--- config.mk ---
export PLATFORM = sky130hd
export DESIGN_NAME = fetch_sequencer
export DESIGN_NICKNAME = d
export VERILOG_FILES = /design/src/rtl/fetch_sequencer.sv
export SDC_FILE = /design/constraint.sdc
export NUM_CORES = 1
export LEC_CHECK = 0
export ABC_AREA = 0
export ABC_CLOCK_PERIOD_IN_PS = 3900
export CORE_MARGIN = 2
export CORE_UTILIZATION = 40
export DETAILED_ROUTE_END_ITERATION = 6
export HOLD_SLACK_MARGIN = 0.03
export PLACE_DENSITY = 0.68
export SLEW_MARGIN = 20
export SYNTH_ARGS = -nofsm -noshare
export SYNTH_HDL_FRONTEND = slang
export SYNTH_SLANG_ARGS = --single-unit
--- constraint.sdc ---
create_clock -name clk -period 3.9 [get_ports clk]
set_input_delay 0.78 -clock clk [delete_from_list [all_inputs] [get_ports clk]]
set_output_delay 0.78 -clock clk [all_outputs]
set_load 0.02 [all_outputs]
--- src/rtl/fetch_sequencer.sv ---
// Fetch PC sequencer: RUN/DRAIN/HALTED control with redirect/stall/halt priority
// and a circular return-address stack that tracks resolved calls and returns.
module fetch_sequencer #(
    parameter logic [15:0] RESET_PC     = 16'h0000,
    parameter int          RAS_DEPTH    = 8,
    parameter int          DRAIN_CYCLES = 3
) (
    input  logic        clk,
    input  logic        rst_n,
    input  logic        stall,
    input  logic        redirect,
    input  logic [15:0] redirect_pc,
    input  logic [15:0] ex_pc,
    input  logic        call,
    input  logic        ret,
    input  logic        halt_dec,
    output logic [15:0] pc,
    output logic        fetch_valid,
    output logic        flush,
    output logic        halted,
    output logic [15:0] ras_top,
    output logic        ras_empty,
    output logic        ras_err
);

    localparam int PTR_W = (RAS_DEPTH > 1) ? $clog2(RAS_DEPTH) : 1;
    localparam int CNT_W = PTR_W + 1;
    localparam int DRN_W = (DRAIN_CYCLES > 1) ? $clog2(DRAIN_CYCLES) : 1;

    localparam logic [DRN_W-1:0] DRAIN_LOAD = DRN_W'(DRAIN_CYCLES - 1);
    localparam logic [CNT_W-1:0] RAS_FULL   = CNT_W'(RAS_DEPTH);

    typedef enum logic [1:0] {
        RUN    = 2'd0,
        DRAIN  = 2'd1,
        HALTED = 2'd2
    } state_t;

    state_t             state_q, state_d;
    logic [15:0]        pc_q, pc_d;
    logic [DRN_W-1:0]   drain_q, drain_d;

    logic [PTR_W-1:0]   sp_q, sp_d;
    logic [CNT_W-1:0]   cnt_q, cnt_d;
    logic               err_q, err_d;
    logic [15:0]        ras_mem [RAS_DEPTH];
    logic [PTR_W-1:0]   top_idx;
    logic [15:0]        ret_addr;
    logic               ras_op;
    logic               push;
    logic               pop;

    always_ff @(posedge clk or negedge rst_n) begin
        if (!rst_n) begin
            state_q <= RUN;
            pc_q    <= RESET_PC;
            drain_q <= '0;
            sp_q    <= '0;
            cnt_q   <= '0;
            err_q   <= 1'b0;
        end else begin
            state_q <= state_d;
            pc_q    <= pc_d;
            drain_q <= drain_d;
            sp_q    <= sp_d;
            cnt_q   <= cnt_d;
            err_q   <= err_d;
        end
    end

    always_comb begin
        state_d = state_q;
        pc_d    = pc_q;
        drain_d = drain_q;
        case (state_q)
            RUN: begin
                if (redirect) begin
                    pc_d = redirect_pc;
                end else if (stall) begin
                    pc_d = pc_q;
                end else if (halt_dec) begin
                    state_d = DRAIN;
                    drain_d = DRAIN_LOAD;
                end else begin
                    pc_d = pc_q + 16'd1;
                end
            end
            DRAIN: begin
                // A late-resolving branch cancels the halt and resumes fetching.
                if (redirect) begin
                    pc_d    = redirect_pc;
                    state_d = RUN;
                    drain_d = '0;
                end else if (stall) begin
                    drain_d = drain_q;
                end else if (drain_q == '0) begin
                    state_d = HALTED;
                end else begin
                    drain_d = drain_q - DRN_W'(1);
                end
            end
            HALTED: begin
                state_d = HALTED;
            end
            default: begin
                state_d = RUN;
            end
        endcase
    end

    assign ras_op   = redirect && (state_q != HALTED);
    assign push     = ras_op && call;
    assign pop      = ras_op && ret && !call;
    assign ret_addr = ex_pc + 16'd1;
    assign top_idx  = sp_q - PTR_W'(1);

    // When full, sp already points at the oldest entry, so a push overwrites it.
    always_comb begin
        sp_d  = sp_q;
        cnt_d = cnt_q;
        err_d = err_q;
        if (push) begin
            sp_d = sp_q + PTR_W'(1);
            if (cnt_q == RAS_FULL) begin
                err_d = 1'b1;
            end else begin
                cnt_d = cnt_q + CNT_W'(1);
            end
        end else if (pop) begin
            if (cnt_q == '0) begin
                err_d = 1'b1;
            end else begin
                sp_d  = top_idx;
                cnt_d = cnt_q - CNT_W'(1);
            end
        end
    end

    always_ff @(posedge clk) begin
        if (push) begin
            ras_mem[sp_q] <= ret_addr;
        end
    end

    assign pc          = pc_q;
    assign fetch_valid = (state_q == RUN);
    assign halted      = (state_q == HALTED);
    assign flush       = ras_op;
    assign ras_empty   = (cnt_q == '0);
    assign ras_top     = (cnt_q == '0) ? 16'h0000 : ras_mem[top_idx];
    assign ras_err     = err_q;

endmodule

==> results of run 1 <==
-- per-layer routing --
layer / vias up / wire [um] / global-route usage [%]
met3: 12 / 653 / 3.58
met2: 106 / 8330 / 30.2
met5: - / 0 / 0
met1: 2255 / 6620 / 22.2
met4: 0 / 150 / 6.13
li1: 2026 / - / -
-- layout by cell type, fill, tap and decap left out, drive strengths merged, types with 3 or more instances in the layout --
| master | instances |
|---|---|
| nor3 | 9 |
| nor3b | 3 |
| buf | 17 |
| nand4 | 7 |
| o211ai | 4 |
| nor2 | 15 |
| clkdlybuf4s50 | 75 |
| mux2i | 4 |
| xnor2 | 12 |
| nor4 | 6 |
| nand2 | 55 |
| o22ai | 5 |
| a2bb2oi | 8 |
| ha | 7 |
| and3 | 6 |
| xor2 | 9 |
| mux2 | 3 |
| inv | 23 |
| dfrtp | 28 |
| and2 | 4 |
| or2 | 3 |
| nand3 | 21 |
| mux4 | 32 |
| nand2b | 4 |
| clkinv | 3 |
| o21ai | 11 |
| a21oi | 30 |
| edfxtp | 128 |
| clkbuf | 17 |
-- sequential cells by signal, indices dropped and copies added (netlist names) --
name	cells
state_q	2
cnt_q	4
ras_err	1
ras_mem	128
drain_q	2
sp_q	3
pc	16
-- power breakdown --
part	leakage [nW]	switching, mW	internal (mW)
combinational	1.20	1.68	1.42
clock	0.282	0.714	0.906
sequential	1.48	0.222	2.05
-- kinds of logic (layout without fill, tap and decap cells) --
| kind of cell | after synthesis | count (layout) | share of synthesized area (%) |
|---|---|---|---|
| xor+xnor | 21 | 21 | 2.64 |
| mux | 39 | 39 | 11.4 |
| compound gates | 78 | 78 | 7.23 |
| flops | 156 | 156 | 65.2 |
| buf+inv | 39 | 138 | 2.64 |
| simple gates | 138 | 138 | 9.63 |
| fa+ha+maj | 7 | 7 | 1.26 |
-- metrics by stage --
step	utilization [%]	area, um^2	power [mW]	hold WS [ps]
final	50.2	8630	6.99	495
after CTS	50.2	8620	7.04	501
after floorplan	-	6970	4.22	481
after detailed placement	46.8	8040	5.41	481
after global routing	50.2	8630	7.35	533
after global placement	46.8	8040	5.33	468
-- worst max-delay path, delay by kind of cell, from the launching register on --
kind	cells	cell delay, ps
adders and majority gates	1	300
muxes	1	260
AOI/OAI and AO/OA	1	230
DFF	1	510
buffers and inverters	3	1090
and+or+nand+nor	1	60
-- cell type report --
cell class | instances | area (um^2) | share of cell area, %
Sequential cell | 156 | 4550 | 52.7
Multi-Input combinational cell | 283 | 2280 | 26.4
Timing Repair Buffer | 92 | 882 | 10.2
Clock buffer | 17 | 425 | 4.93
Tap cell | 225 | 282 | 3.26
Clock inverter | 14 | 155 | 1.80
Inverter | 15 | 56.3 | 0.653
-- worst max-delay path by stage --
| stage | from | to | slack (ps) | depth (start not counted) |
|---|---|---|---|---|
| floorplan | call | ras_mem[0][0] | 700 | 3 |
| global placement | sp_q[1] | ras_top[14] | 640 | 7 |
| detailed placement | sp_q[1] | ras_top[4] | 560 | 7 |
| CTS | sp_q[1] | ras_top[4] | 100 | 7 |
| global route | sp_q[1] | ras_top[14] | 110 | 7 |
| finish | sp_q[1] | ras_top[14] | 240 | 7 |
==> flow_summary.yaml, run 1 <==
worst_setup_path:
  r2r_cells: 7
  path_cells: "inv_1 -> ha_1 -> buf_6 -> mux4_2 -> nand2_1 -> a21oi_1 -> clkdlybuf4s50_1"
  reg2reg_to: "cnt_q[3]"
  r2r_start: "state_q[0]"
  worstSetupEndpointType: "primary output"
  critPathRequiredTime_ps: 3120
  cp_max_fo: 33
  path_class: "reg -> out"
  cp_data_arrival_time_ps: 2880
  crit_path_start_kind: "flop"
  max_stage_delay_ps: 650
  critical_path.slowest_cell: "clkdlybuf4s50_1"
  reg2reg_slack_ps: 1490
sta:
  finClkSkew_ps: 8.66
  post-route-period-util_pct: 93.9
  rsz0062_at_grt: "no"
  period_minus_slack_ps: 3660
  setup_viol: 0
  max_slew_margin_pct: 30.4
  layout_setup_ws_ps: 240
  report.final.hold_viol_count: 0
  drv_slew: 0
  max_slew.worst_pin.slew_ps: 1040
  fmax_mhz: 273
  setup_tns_ps: 0
placed_design:
  gp_congestion: 0.837
  portBuffers: 75
  dp_hpwl_mm: 9.59
  placedCellCount: 771
  pre_cts_ws_ps: 564
clocking:
  clkSlewWorstSetupHoldPaths_ps: 60
  ctsHtreeMaxLevel: 4
  cts_resized: 0
  clock-sinks: 156
  cts_made_buffers: 17
  cts_tree: "built"
  cts_root_buffer: "clkbuf_16"
  cts_hold_buffers: 0
  clock_path_buffers: 2
  clk_latency_ps: 420
  post-cts-setup-buffer-count: 0
logic_synthesis:
  synthArstFlopShare_pct: 17.9
  ys_seq_area_share_pct: 65.2
  yosys.area.top_type: "edfxtp_1"
  netlist.area_leader.share_pct: 55.1
  synth.most_common_cell: "edfxtp_1"
  yosys_warnings: 0
  netlist_instances: 478
  synthTopCellsByCount: "edfxtp_1 (128), nand2_1 (55), mux4_2 (32)"
  yosysUniqueCellTypes: 59
  syn_area_mm2: 0.00697
  synth_ff_type: "edfxtp_1"
  syn_avg_cell_area_um2: 14.6
  synth-seq-cells: 156
  synth_edf_count: 128
  synth.area.top_cells: "edfxtp_1 (55%), mux4_2 (10%), dfrtp_1 (10%)"
  synth_nets: 524
pwr:
  power.leakage_nw: 2.96
  power_density_mw_per_mm2: 811
  peakVddDrop_v: 0.000414
job:
  maxCapViolations: 0
die:
  die_width_um: 136
  fp.coreArea_mm2: 0.0172
  start_util_pct: 40.6
  die-height_um: 136
  boundaryPins: 76
  die-area_mm2: 0.0185
  rows: 48
status:
  status: "completed"
worst_hold_path:
  whs_endpoint: "ras_err"
  hp-class: "reg -> reg"
  whs_path_depth: 1
  min-delay-start: "ras_err"
finish:
  final_layout_size_suffix_gt1_share_pct: 16.5
  nets: 611
  stdcell_count: 802
  n_fill_cell: 1484
  antennaDiodeCount: 0
  area_growth_pct: 23.7
detailed_routing:
  drc_errors: 0
  vias: 4399
  drt_iter0_drc: 394
  route.detailed.wl_per_inst_um: 19.6
  postRouteAntennaNets: 0
  firstDrtPassIters: 5
  wl_mm: 15.7
  avgViaCountPerCell: 5.49
global_routing:
  grt_pass1_wl_mm: 24.4
  grt_pass1_vias: 4432
  overflow: 0
  grt_max_degree: 40
  antenna_found_initial: 0
  grtUsageTotal_pct: 17.6
Note: power is estimated with default switching activity, not from simulation.
==> run 2: changes to the inputs <==
--- a/config.mk
+++ b/config.mk
@@ -8,11 +8,11 @@
 export ABC_AREA = 0
 export ABC_CLOCK_PERIOD_IN_PS = 3900
 export CORE_MARGIN = 2
-export CORE_UTILIZATION = 40
+export CORE_UTILIZATION = 30
+export CTS_BUF_LIST = sky130_fd_sc_hd__clkbuf_16
 export DETAILED_ROUTE_END_ITERATION = 6
 export HOLD_SLACK_MARGIN = 0.03
-export PLACE_DENSITY = 0.68
-export SLEW_MARGIN = 20
+export PLACE_DENSITY = 0.56
 export SYNTH_ARGS = -nofsm -noshare
 export SYNTH_HDL_FRONTEND = slang
 export SYNTH_SLANG_ARGS = --single-unit
==> flow_summary.yaml, run 2 (same netlist as run 1, synthesis figures left out) <==
sta:
  drv_slew: 0
  max_slew_margin_pct: 37.4
  whs_ps: 500
  fmax_mhz: 270
  finClkSkew_ps: 11.7
  report.final.hold_viol_count: 0
  period_minus_slack_ps: 3700
  setup_viol: 0
  max_slew.worst_pin.slew_ps: 935
  post-route-period-util_pct: 95.0
  rsz0062_at_grt: "no"
  setup_tns_ps: 0
detailed_routing:
  postRouteAntennaNets: 0
  firstDrtPassIters: 4
  drc_errors: 0
  vias: 4384
  route.detailed.wl_per_inst_um: 19.3
  drt_iter0_drc: 359
  wl_mm: 16.7
  avgViaCountPerCell: 5.06
global_routing:
  grt_max_degree: 27
  antenna_found_initial: 0
  grt_busiest_layer: "met2"
  gr-usage-met2_pct: 25.0
  grt_pass1_wl_mm: 26.1
  overflow: 0
  grtUsageMet1_pct: 17.6
  grt_pass1_vias: 4622
  use_met3_pct: 2.66
  grtUsageTotal_pct: 14.1
placed_design:
  dp_hpwl_mm: 10.5
  portBuffers: 75
  gp_congestion: 0.819
finish:
  antennaDiodeCount: 0
  area_growth_pct: 25.0
  nets: 616
  final_layout_size_suffix_gt1_share_pct: 17.0
  final_common_cell: "edfxtp_1"
  top_register: "ras_mem"
  layout_common_cells: "edfxtp_1 (128), clkdlybuf4s50_1 (75), nand2_1 (55)"
  n_fill_cell: 2145
  largest_reg_flops: 128
worst_setup_path:
  max_stage_delay_ps: 660
  reg2reg_slack_ps: 1490
  critPathRequiredTime_ps: 3120
  cp_max_fo: 12
  worstSetupEndpointType: "primary output"
  reg2reg_to: "cnt_q[3]"
  critPathBufInv: 3
  path_cells: "inv_1 -> ha_1 -> buf_4 -> mux4_2 -> nand2_1 -> a21oi_1 -> clkdlybuf4s50_1"
  critical_path.slowest_cell: "clkdlybuf4s50_1"
  crit_family: "buffers and inverters"
  r2r_cells: 7
  cp_data_arrival_time_ps: 2920
  crit_path_start_kind: "flop"
  r2r_start: "state_q[0]"
  path_class: "reg -> out"
clocking:
  cts_root_buffer: "clkbuf_16"
  cts_resized: 0
  ctsHtreeMaxLevel: 4
  clock_path_buffers: 2
  clkSlewWorstSetupHoldPaths_ps: 70
  cts_made_buffers: 17
  cts_tree: "built"
  clk_latency_ps: 420
  clock-sinks: 156
  cts_hold_buffers: 0
  post-cts-setup-buffer-count: 0
die:
  start_util_pct: 30.7
  die-area_mm2: 0.0245
  die_width_um: 156
  boundaryPins: 76
  die-height_um: 156
  rows: 55
  fp.coreArea_mm2: 0.0227
worst_hold_path:
  hp-class: "reg -> reg"
  whs_endpoint: "ras_err"
  min-delay-start: "ras_err"
  whs_path_depth: 1
pwr:
  power.leakage_nw: 2.98
  power_density_mw_per_mm2: 805
  peakVddDrop_v: 0.000470
status:
  status: "completed"
job:
  maxCapViolations: 0
run 2: cell count changes in the layout (fill, tap and decap cells not counted):
cell	previous run	this run
clkinv_8	1	0
buf_4	16	22
clkinv_4	0	1
inv_8	4	2
inv_6	5	6
clkinvlp_4	2	1
buf_6	1	0
inv_1	14	15
clkinv_2	1	2
run 2: stage by stage:
stage | setup slack, ps | cells | area [um^2] | power [mW] | util (%)
after global routing | 36.5 | 867 | 8720 | 7.42 | 38.4
final | 195 | 867 | 8720 | 7.02 | 38.4
after floorplan | 700 | 478 | 6970 | 4.22 | -
after global placement | 606 | 836 | 8160 | 5.47 | 35.9
after CTS | 140 | 867 | 8720 | 7.12 | 38.4
after detailed placement | 490 | 836 | 8160 | 5.52 | 35.9
run 2: final cells by class:
cell class                 instances  area [um^2]  share of cell area [%]
sequential                       156         4550                    52.2
multi-input combinational        283         2280                    26.2
timing repair buffer              97          916                    10.5
clock buffer                      17          425                    4.88
tap                              285          357                    4.09
clock inverter                    14          135                    1.55
inverter                          15         56.3                   0.646
run 2: layer usage:
metal | up-vias | routed length, um
met5 | - | 0
met4 | 0 | 205
met3 | 13 | 596
met2 | 87 | 8750
met1 | 2254 | 7160
li1 | 2030 | -
run 2: worst max-delay path by stage:
stage / cells past startpoint / start / slack [ps] / to
floorplan: 3 / call / 700 / ras_mem[0][0]
global placement: 5 / ex_pc[2] / 610 / ras_mem[5][13]
detailed placement: 5 / ex_pc[2] / 490 / ras_mem[3][15]
CTS: 7 / sp_q[1] / 140 / ras_top[12]
global route: 7 / sp_q[1] / 40 / ras_top[12]
finish: 7 / sp_q[1] / 200 / ras_top[12]
run 2: report_power, final:
part           total (mW)  internal [mW]  switching [mW]  leakage, nW
registers            2.27           2.05           0.225         1.48
clock network        1.58          0.892           0.692        0.280
logic                3.16           1.45            1.71         1.23
total                7.02           4.39            2.63         2.98
